==> src/rtl/run_ctrl.sv <==
// rtl/run_ctrl.sv - run-control sequencer: delay, staggered precharge, budgeted run, finish pulse
// Outputs decode from the state/counter flops only, so inputs never reach outputs combinationally.
module run_ctrl #(
  parameter int PRE_DELAY  = 2,
  parameter int PRE_LEN    = 2,
  parameter int N_CH       = 2,
  parameter int STAGGER    = 1,
  parameter int MAX_CYCLES = 10,
  parameter int FINISH_LEN = 2,
  parameter int CNT_W      = 16
) (
  input  logic             clk,
  input  logic             rst_n,
  input  logic             start,
  input  logic             halt,
  input  logic             abort,
  output logic [N_CH-1:0]  precharge,
  output logic             running,
  output logic             finish,
  output logic             done,
  output logic             timeout,
  output logic [CNT_W-1:0] cycle_count,
  output logic [2:0]       state
);

  typedef enum logic [2:0] {
    IDLE   = 3'd0,
    DELAY  = 3'd1,
    PRECH  = 3'd2,
    RUN    = 3'd3,
    FINISH = 3'd4,
    DONE   = 3'd5
  } state_t;

  localparam logic [CNT_W-1:0] DLY_LAST = CNT_W'(PRE_DELAY - 1);
  localparam logic [CNT_W-1:0] PCH_LAST = CNT_W'((N_CH - 1) * STAGGER + PRE_LEN - 1);
  localparam logic [CNT_W-1:0] FIN_LAST = CNT_W'(FINISH_LEN - 1);
  localparam logic [CNT_W-1:0] MAXC     = CNT_W'(MAX_CYCLES);

  state_t           st, st_nxt;
  logic [CNT_W-1:0] cnt, cnt_nxt;
  logic [CNT_W-1:0] cc, cc_nxt, cc_inc;
  logic             to, to_nxt;

  always_ff @(posedge clk) begin
    if (!rst_n) begin
      st  <= IDLE;
      cnt <= '0;
      cc  <= '0;
      to  <= 1'b0;
    end else begin
      st  <= st_nxt;
      cnt <= cnt_nxt;
      cc  <= cc_nxt;
      to  <= to_nxt;
    end
  end

  // cnt is the cycle index within DELAY, PRECH and FINISH; it restarts at 0 on every state change.
  always_comb begin
    st_nxt  = st;
    cnt_nxt = cnt + 1'b1;
    cc_nxt  = cc;
    to_nxt  = to;
    cc_inc  = cc + 1'b1;
    case (st)
      IDLE, DONE: begin
        cnt_nxt = '0;
        if (start) begin
          st_nxt = (PRE_DELAY == 0) ? PRECH : DELAY;
          cc_nxt = '0;
          to_nxt = 1'b0;
        end
      end
      DELAY: begin
        if (abort) begin
          st_nxt  = FINISH;
          cnt_nxt = '0;
          to_nxt  = 1'b0;
        end else if (cnt == DLY_LAST) begin
          st_nxt  = PRECH;
          cnt_nxt = '0;
        end
      end
      PRECH: begin
        if (abort) begin
          st_nxt  = FINISH;
          cnt_nxt = '0;
          to_nxt  = 1'b0;
        end else if (cnt == PCH_LAST) begin
          st_nxt  = RUN;
          cnt_nxt = '0;
        end
      end
      RUN: begin
        // Every RUN edge counts, including the exit edge; abort and halt beat budget exhaustion.
        cnt_nxt = '0;
        cc_nxt  = cc_inc;
        if (abort || halt) begin
          st_nxt = FINISH;
          to_nxt = 1'b0;
        end else if (cc_inc == MAXC) begin
          st_nxt = FINISH;
          to_nxt = 1'b1;
        end
      end
      FINISH: begin
        if (cnt == FIN_LAST) begin
          st_nxt  = DONE;
          cnt_nxt = '0;
        end
      end
      default: begin
        st_nxt  = IDLE;
        cnt_nxt = '0;
      end
    endcase
  end

  for (genvar k = 0; k < N_CH; k++) begin : g_pch
    localparam logic [CNT_W-1:0] LO = CNT_W'(k * STAGGER);
    localparam logic [CNT_W-1:0] HI = CNT_W'(k * STAGGER + PRE_LEN);
    if (k == 0) begin : g_first
      assign precharge[k] = (st == PRECH) && (cnt < HI);
    end else begin : g_rest
      assign precharge[k] = (st == PRECH) && (cnt >= LO) && (cnt < HI);
    end
  end

  assign running     = (st == RUN);
  assign finish      = (st == FINISH);
  assign done        = (st == DONE);
  assign timeout     = to;
  assign cycle_count = cc;
  assign state       = st;

endmodule

==> config.mk <==
export PLATFORM = sky130hd
export DESIGN_NAME = run_ctrl
export DESIGN_NICKNAME = d
export VERILOG_FILES = /design/src/rtl/run_ctrl.sv
export SDC_FILE = /design/constraint.sdc
export NUM_CORES = 1
export LEC_CHECK = 0
export BUFFER_PORTS_ARGS = -buffer_cell sky130_fd_sc_hd__buf_2
export CAP_MARGIN = 20
export CORE_UTILIZATION = 50
export CTS_CLUSTER_SIZE = 25
export DETAILED_ROUTE_END_ITERATION = 6
export PLACE_DENSITY = 0.71
export SYNTH_ARGS = -nofsm -noshare
export SYNTH_HDL_FRONTEND = slang
export SYNTH_SLANG_ARGS = --single-unit
export TNS_END_PERCENT = 30
==> constraint.sdc <==
create_clock -name clk -period 2.8 [get_ports clk]
set_input_delay 0.14 -clock clk [delete_from_list [all_inputs] [get_ports clk]]
set_output_delay 0.14 -clock clk [all_outputs]
set_load 0.1 [all_outputs]
==> results of run 1 <==
-- report_power, final --
part / internal (W) / leakage [nW] / switching (W)
Sequential: 0.000533 / 0.292 / 0.0000576
Clock: 0.000263 / 0.0541 / 0.000186
Combinational: 0.000141 / 0.603 / 0.000353
Total: 0.000937 / 0.950 / 0.000597
-- routing by layer --
| layer | part of all wire [%] | up-vias | GRT usage [%] |
|---|---|---|---|
| met3 | 3.7 | 2 | 5.33 |
| met2 | 48 | 42 | 37.9 |
| li1 | - | 1058 | - |
| met4 | 0.56 | 0 | 8.07 |
| met5 | 0 | - | 0 |
| met1 | 47 | 949 | 28.7 |
-- cell type report --
class                           instances  area (sq um)
Clock buffer                            5          68.8
Clock inverter                          3          42.5
Fill cell                             378          1610
Inverter                                6          22.5
Multi-Input combinational cell        221          1410
Sequential cell                        36           727
Tap cell                               50          62.6
Timing Repair Buffer                   32           168
-- sequential cells by signal, summed over array words and instances, names as in the netlist --
| register | cells |
|---|---|
| timeout | 1 |
| cnt | 16 |
| cycle_count | 16 |
| state | 3 |
-- metrics by stage --
step | utilization [%] | setup slack [ps] | TNS [ps] | power (W)
floorplan | - | -104 | -194 | 0.00100
global placement | 58.1 | 472 | 0 | 0.00109
detailed placement | 58.1 | 414 | 0 | 0.00109
CTS | 60.8 | 333 | 0 | 0.00155
global route | 60.8 | 244 | 0 | 0.00162
finish | 60.8 | 343 | 0 | 0.00153
-- cell usage in the layout, fill, tap and decap left out, types with 3 or more instances in the layout --
cell type	instances
nand4_1	9
xor2_1	9
nor4_1	5
or3_1	7
xnor2_1	11
ha_1	6
a21boi_1	6
nor2_1	38
dfxtp_1	31
a31oi_1	4
nand2_1	17
a211oi_1	3
and3_1	4
nor2b_1	5
buf_4	3
inv_1	6
o21ai_0	15
and4_1	3
clkbuf_8	5
buf_2	29
dfxtp_2	5
nor3_1	5
nand3_1	12
a21oi_1	20
and2_1	3
-- worst min-delay path: cells and delay by family --
family | cells | cell delay, ps
compound gates | 1 | 120
buf+inv | 1 | 90
simple gates | 1 | 70
-- kinds of logic after synthesis --
logic type,Yosys count
and+or+nand+nor,128
AOI/OAI and AO/OA,66
DFF,36
buffers and inverters,22
xor gates and xnor gates,20
adders and majority gates,6
muxes,1
-- cells in the mapped netlist (2+ instances only) --
library cell  number
nor2_1            38
dfxtp_1           36
a21oi_1           20
nand2_1           17
o21ai_0           15
clkbuf_1          13
nand3_1           12
xnor2_1           11
nand4_1            9
xor2_1             9
or3_1              7
a21boi_1           6
ha_1               6
inv_1              6
nor2b_1            5
nor3_1             5
nor4_1             5
a31oi_1            4
and3_1             4
a211oi_1           3
and2_1             3
and4_1             3
nor3b_1            3
a21boi_0           2
a21o_1             2
buf_2              2
nand2b_1           2
nand3b_1           2
nand4b_1           2
o211ai_1           2
o21ai_1            2
o22ai_1            2
or4_1              2
-- path summary, 6_finish.rpt --
check / start / endpoint / slack (ps) / cells past startpoint
max reg2reg: cycle_count[0] / timeout / 400 / 7
max: cnt[11] / precharge[1] / 340 / 5
min reg2reg: timeout / timeout / 480 / 2
min: halt / state[2] / 170 / 3
==> impl_metrics.ini, run 1 <==
[run_status]
outcome = finished clean

[finish]
drive_above_1_share_pct = 17.8
antenna_cells = 0
nets = 313
layout.cells.non_filler = 353
area.growth.synth_to_final_pct = 14.3
stdcell_area_sq_mm = 0.00250

[synth]
synth_seq_cells = 36
synth_ff_type = dfxtp_1
synth_warnings = 0
synth_simple_gate_area_share_pct = 32.5
postSynth.asyncResetShare_pct = 0
syn-num-nets = 290
synth_cells = 279
netlist_top_cells_area = dfxtp_1, nor2_1, a21oi_1, xnor2_1, xor2_1
synth_edf_count = 0
synthMuxAreaShare_pct = 0.457
netlist.area_leader.share_pct = 32.9
synth_area_per_cell_sq_um = 7.85
synthesis.area_sq_mm = 0.00219
yosys.cell_types.count = 52
synth_compound_area_share_pct = 18.9
synthAdderAreaFrac_pct = 3.43
synth_xor_area_share_pct = 8.00
yosys.area.top_type = dfxtp_1
synth_top_family_by_area = simple AND/OR/NAND/NOR gates
ys_seq_area_share_pct = 32.9

[cts]
hold_buffers = 0
postCtsSetupBuffers = 0
numClockSinks = 36
clockBufferDepth = 2
cts_resized = 0
cts_max_level = 2
clkSlewWorstSetupHoldPaths_ps = 80
cts_tree = built
insertion_delay_ps = 290
cts_buffers = 5
clockRootBuffer = clkbuf_8

[detailed_routing]
wire_per_inst_um = 13.7
wirelength_um = 4850
via_per_inst = 5.81
ant_nets = 0
drt_iter0_markers = 96
drtPass1Iterations = 4
remaining_drc_errors = 0
dr_total_vias = 2051

[global_route]
grt_max_degree = 23
overflow = 0
antenna_found_initial = 0
grt_pass1_wl_um = 7990
grtUsageTotal_pct = 22.9
grt_pass1_vias = 1797

[power]
power_density_mw_per_mm2 = 613
p_leak_nw = 0.950
ir_drop_mv = 0.543

[sta]
hold_viol = 0
max_freq_ghz = 0.407
finalClockSkew_ps = 9.84
finalCritPeriodShare_pct = 87.8
tightest_slew_ps = 701
period_needed_ps = 2460
setup_viol = 0
slew_headroom_pct = 52.8
drv_slew = 0
rsz0062_at_grt = false
timing.hold.ws_ps = 167

[critical_path]
cp_slowest_cell = buf_2
endpoint_kind = output pin
critPathRequiredTime_ps = 2660
cp.arrival_ps = 2320
critPathMaxFanout = 5
cp_top_family = simple AND/OR/NAND/NOR gates
crit_buf_inv = 1
start_kind = flop
max_stage_delay_ps = 460
criticalPathCategory = flop to output pin
crit_chain = nor4_1, nand4_1, or3_1, a311oi_4, buf_2

[place]
post-place-cells = 345
placed_area_sq_mm = 0.00239
io_buffer_count = 29
place_hpwl_um = 3510
gp_congestion = 0.809

[floorplanning]
dieHeight_um = 68.2
row_count = 23
dieArea_sq_mm = 0.00465
die_w_um = 68.2
num_io_pins = 30
initial_utilization_pct = 53.2
core_sq_mm = 0.00412

[worst_hold_path]
min_path_type = primary input to flop

[job]
drv_cap = 0
No activity file was read; power rests on OpenSTA's default activity.
==> run 2, diff against run 1 <==
--- a/config.mk
+++ b/config.mk
@@ -7,10 +7,12 @@
 export LEC_CHECK = 0
 export BUFFER_PORTS_ARGS = -buffer_cell sky130_fd_sc_hd__buf_2
 export CAP_MARGIN = 20
+export CORE_ASPECT_RATIO = 1.5
 export CORE_UTILIZATION = 50
 export CTS_CLUSTER_SIZE = 25
 export DETAILED_ROUTE_END_ITERATION = 6
 export PLACE_DENSITY = 0.71
+export REMOVE_ABC_BUFFERS = 1
 export SYNTH_ARGS = -nofsm -noshare
 export SYNTH_HDL_FRONTEND = slang
 export SYNTH_SLANG_ARGS = --single-unit
==> constraint.sdc (replaced) <==
create_clock -name clk -period 2.35 [get_ports clk]
set_input_delay 0.1175 -clock clk [delete_from_list [all_inputs] [get_ports clk]]
set_output_delay 0.1175 -clock clk [all_outputs]
set_load 0.1 [all_outputs]
==> run 2 against run 1 <==
Flip-flop and latch count is the same. Clock-buffer cell count unchanged. Sequential power grew 13%. Clock skew up 3.9 ps. First-iteration DRC count grew 3.1%.
==> impl_metrics.ini, run 2 (same netlist as run 1, synthesis figures left out) <==
[detailed_routing]
wire_per_inst_um = 14.2
drtPass1Iterations = 5
remaining_drc_errors = 0
highest_layer = met4
ant_nets = 0
wl_met1_um = 1990
dr_total_vias = 2128
drt_iter0_markers = 99
via_per_inst = 5.83
dr_wl_met2_um = 2880
wirelength_um = 5170
met3WireLength_um = 183

[sta]
setup_viol = 0
timing.hold.ws_ps = 145
drv_slew = 0
rsz0062_at_grt = false
finalCritPeriodShare_pct = 95.9
period_needed_ps = 2250
layout_setup_ws_ps = 96.4
hold_viol = 0
slew_headroom_pct = 53.2
max_freq_ghz = 0.444
finalClockSkew_ps = 13.8
tightest_slew_ps = 696

[critical_path]
cp_slowest_cell = or3_1
cp_num_cells = 5
critPathMaxFanout = 5
r2r_cells = 7
crit_buf_inv = 1
r2r_end = timeout
endpoint_kind = output pin
worstSetupStartpoint = cnt[11]
r2r_setup_slack_ps = 120
criticalPathCategory = flop to output pin
cp.arrival_ps = 2140
crit_path_end = precharge[0]
cp_top_family = simple AND/OR/NAND/NOR gates
timing.rr.start = cycle_count[1]
max_stage_delay_ps = 430
critPathRequiredTime_ps = 2230
start_kind = flop
crit_chain = nor4_1, nand4_1, or3_1, nor2_1, buf_2

[power]
ir_drop_mv = 0.782
p_leak_nw = 1.04
power_density_mw_per_mm2 = 712

[floorplanning]
initial_utilization_pct = 52.0
die_w_um = 56.0
num_io_pins = 30
core_sq_mm = 0.00421
dieArea_sq_mm = 0.00465
dieHeight_um = 83.1
row_count = 29

[global_route]
overflow = 0
grtUsageTotal_pct = 23.9
grt_pass1_vias = 2041
grt_max_degree = 23
grt_pass1_wl_um = 8910
antenna_found_initial = 0

[cts]
clockRootBuffer = clkbuf_8
cts_max_level = 2
hold_buffers = 0
cts_buffers = 5
numClockSinks = 36
clkSlewWorstSetupHoldPaths_ps = 80
cts_tree = built
clockBufferDepth = 2
postCtsSetupBuffers = 0
insertion_delay_ps = 300

[place]
pre_cts_ws_ps = 93.1
io_buffer_count = 29
gp_congestion = 0.854
place_hpwl_um = 3800

[finish]
area.growth.synth_to_final_pct = 20.7
drive_above_1_share_pct = 21.6
nets = 329
final_cell_mix = nor2_1, dfxtp_1, buf_2, a21oi_1, buf_4
final_common_cell = nor2_1
antenna_cells = 0

[job]
drv_cap = 0

[run_status]
outcome = finished clean

[worst_hold_path]
min_path_type = primary input to flop
run 2: cell count changes in the layout (fill, tap and decap cells not counted), sizes merged:
cell,before,now
buf,32,48
run 2: where the power goes:
group	internal (W)	total [W]	switching, W
clock	0.000314	0.000556	0.000242
sequential	0.000631	0.000665	0.0000338
combinational	0.000199	0.000660	0.000461
run 2: worst reg2reg max path: stages, from the launching register on:
cell and delay, ps:
dfxtp_1 340, ha_1 210, and4_2 280, a211oi_2 240, a31oi_2 50, or4_1 540
or3_4 350, o22ai_2 160
run 2: cell type report:
type / instances / area [sq um]
well taps: 46 / 57.6
multi-input cells: 221 / 1410
clock inverters: 3 / 42.5
clock buffers: 5 / 68.8
repair buffers: 48 / 318
flip-flops and latches: 36 / 721
fillers: 387 / 1570
inverters: 6 / 22.5
run 2: metal layers:
| metal | GRT usage, % | vias up |
|---|---|---|
| met1 | 24.4 | 988 |
| li1 | - | 1083 |
| met2 | 44.8 | 47 |
| met4 | 12.4 | 0 |
| met5 | 0 | - |
| met3 | 4.05 | 10 |
run 2: what timing repair did:
item	4_1_cts	5_1_grt
cloned	0	0
endpoints found under the setup margin	1	3
pin swaps	0	1
gates resized for setup	1	5
run 2: worst min-delay path by stage:
stage,startpoint,endpoint,depth (start not counted)
after detailed placement,halt,state[2],3
after floorplan,rst_n,cycle_count[15],1
final,halt,state[2],3
after CTS,halt,state[2],3
after global placement,halt,state[2],3
after global routing,halt,state[2],3
run 2: stage by stage:
stage	total power (W)	util, %	instances	area (sq um)	TNS [ps]
after floorplan	0.00116	-	263	2130	-60190
after global placement	0.00133	59.5	357	2500	0
after detailed placement	0.00133	59.5	357	2500	0
after CTS	0.00189	62.2	365	2620	0
after global routing	0.00197	62.8	365	2640	0
final	0.00188	62.8	365	2640	0
==> run 3, diff against run 2 <==
--- a/config.mk
+++ b/config.mk
@@ -5,6 +5,7 @@
 export SDC_FILE = /design/constraint.sdc
 export NUM_CORES = 1
 export LEC_CHECK = 0
+export ABC_AREA = 1
 export BUFFER_PORTS_ARGS = -buffer_cell sky130_fd_sc_hd__buf_2
 export CAP_MARGIN = 20
 export CORE_ASPECT_RATIO = 1.5
==> run 3 against run 2 <==
Fmax increased by 10%. Combinational power increased by 33%. Sequential power increased by 4.2%. Sequential share of layout area increased by 1.7 points. Final cell count increased by 15%. First-iteration DRC count decreased by 12%. Final area decreased by 5.8%. Clock power decreased by 3%. Die area decreased by 0.56%. Register-to-register slack improved by 290 ps. Non-clock buffer count decreased by 17. Clock skew decreased by 1.6 ps. Critical path type unchanged. Critical endpoint is now precharge[1]. Highest routed layer unchanged.
==> impl_metrics.ini, run 3 <==
[run_status]
outcome = finished clean

[critical_path]
start_kind = flop
r2r_setup_slack_ps = 410
crit_chain = nor4_1, nand3_1, a311oi_1, buf_2
criticalPathCategory = flop to output pin
worstSetupStartpoint = cnt[4]
endpoint_kind = output pin
timing.rr.start = cycle_count[0]
r2r_cells = 12
r2r_end = state[0]
max_stage_delay_ps = 470
cp.arrival_ps = 1930
cp_slowest_cell = buf_2
critPathMaxFanout = 6
critPathRequiredTime_ps = 2230

[synth]
postSynth.asyncResetShare_pct = 0
ys_seq_area_share_pct = 33.1
synth_seq_cells = 36
synth_most_common_cell = nand2_1
synth_ff_type = dfxtp_1
synth_cells = 339
yosys.area.top_type = dfxtp_1
synth_edf_count = 0
netlist_top_cells_area = dfxtp_1, nand2_1, inv_1, nand3_1, nor2_1
synth_commonest_cells = nand2_1, inv_1, nor2_1
synth_area_per_cell_sq_um = 6.42
synth_warnings = 0
synthesis.area_sq_mm = 0.00218
netlist.area_leader.share_pct = 33.1
yosys.cell_types.count = 31

[sta]
slew_headroom_pct = 67.0
drv_slew = 0
hold_viol = 0
period_needed_ps = 2050
tightest_slew_ps = 495
max_freq_ghz = 0.489
finalClockSkew_ps = 12.1
finalCritPeriodShare_pct = 87.1
rsz0062_at_grt = false
setup_viol = 0

[floorplanning]
dieArea_sq_mm = 0.00463
row_count = 29
initial_utilization_pct = 51.7
num_io_pins = 30
dieHeight_um = 82.8
die_w_um = 55.9
core_sq_mm = 0.00421

[global_route]
overflow = 0
grt_pass1_vias = 2093
grt_max_degree = 18
grt_pass1_wl_um = 8670
grtUsageTotal_pct = 23.3
antenna_found_initial = 0

[cts]
cts_buffers = 5
clkSlewWorstSetupHoldPaths_ps = 80
clockRootBuffer = clkbuf_8
cts_tree = built
clockBufferDepth = 2
cts_max_level = 2
insertion_delay_ps = 290
numClockSinks = 36
hold_buffers = 0
postCtsSetupBuffers = 0
cts_resized = 0

[place]
io_buffer_count = 29
place_hpwl_um = 3790
placed_area_sq_mm = 0.00238
gp_congestion = 0.877

[detailed_routing]
remaining_drc_errors = 0
wire_per_inst_um = 11.8
wirelength_um = 4950
drt_iter0_markers = 87
dr_total_vias = 2206
ant_nets = 0
via_per_inst = 5.24
drtPass1Iterations = 5

[finish]
drive_above_1_share_pct = 16.0
area.growth.synth_to_final_pct = 14.4
antenna_cells = 0
nets = 385
multi_input_area_sq_mm = 0.00125
filler_cell_count = 406
stdcell_area_sq_mm = 0.00249
final_cell_mix = nand2_1, inv_1, nor2_1, dfxtp_1, nand3_1
final_common_cell = nand2_1
utilization_pct = 59.2
seqCellArea_sq_um = 721

[worst_hold_path]
min_from = rst_n
min_to = timeout
min_path_type = primary input to flop
min_path_cells = 3

[power]
power_density_mw_per_mm2 = 847
ir_drop_mv = 0.782
p_leak_nw = 1.01

[job]
drv_cap = 0
[run 3: worst max path at each step]
stage                              end  slack [ps]  cells past startpoint
after floorplan           precharge[1]       -1650                      4
after global placement        state[1]         420                     12
after detailed placement      state[0]         410                     12
after CTS                 precharge[1]         300                      4
after global routing          state[1]          80                     13
final                     precharge[1]         300                      4
[run 3: per-layer routing]
metal	part of all wire (%)	GRT usage, %	vias up
li1	-	-	1157
met1	41	24.1	978
met2	51	42.8	55
met3	4.4	4.67	16
met4	3.7	12.6	0
met5	0	0	-
[run 3: through the flow]
stage | setup WS [ps] | hold WS (ps) | TNS [ps] | instances | power, W
2_1_floorplan | -1650 | 238 | -52660 | 336 | 0.00141
3_3_place_gp | 417 | 415 | 0 | 413 | 0.00158
3_5_place_dp | 409 | 418 | 0 | 413 | 0.00159
4_1_cts | 299 | 104 | 0 | 421 | 0.00213
5_1_grt | 80.4 | 124 | 0 | 421 | 0.00222
6_report | 304 | 113 | 0 | 421 | 0.00211
[run 3: cell type report]
| cell class | count | area share (%) |
|---|---|---|
| Timing Repair Buffer | 31 | 6.43 |
| Inverter | 51 | 7.69 |
| Clock inverter | 2 | 1.41 |
| Sequential cell | 36 | 28.9 |
| Tap cell | 46 | 2.31 |
| Multi-Input combinational cell | 249 | 50.3 |
| Clock buffer | 6 | 2.91 |
[run 3: kinds of logic after synthesis]
group	after synthesis	share of synthesized area, %
buffers and inverters	54	9.37
AND/OR/NAND/NOR	200	43.0
XOR/XNOR	2	0.805
flip-flops	36	33.1
adder cells (fa/ha/maj)	6	3.45
AO/OA/AOI/OAI	41	10.2
[run 3: worst max-delay path: cells and delay by family (launching register included)]
family,cells,cell delay [ps]
buf+inv,1,470
flops,1,350
simple gates,2,600
compound gates,1,240
[run 3: power by group]
part | switching (W) | total [W] | internal, W
clock network | 0.000227 | 0.000542 | 0.000315
logic | 0.000697 | 0.000875 | 0.000178
registers | 0.0000469 | 0.000693 | 0.000646
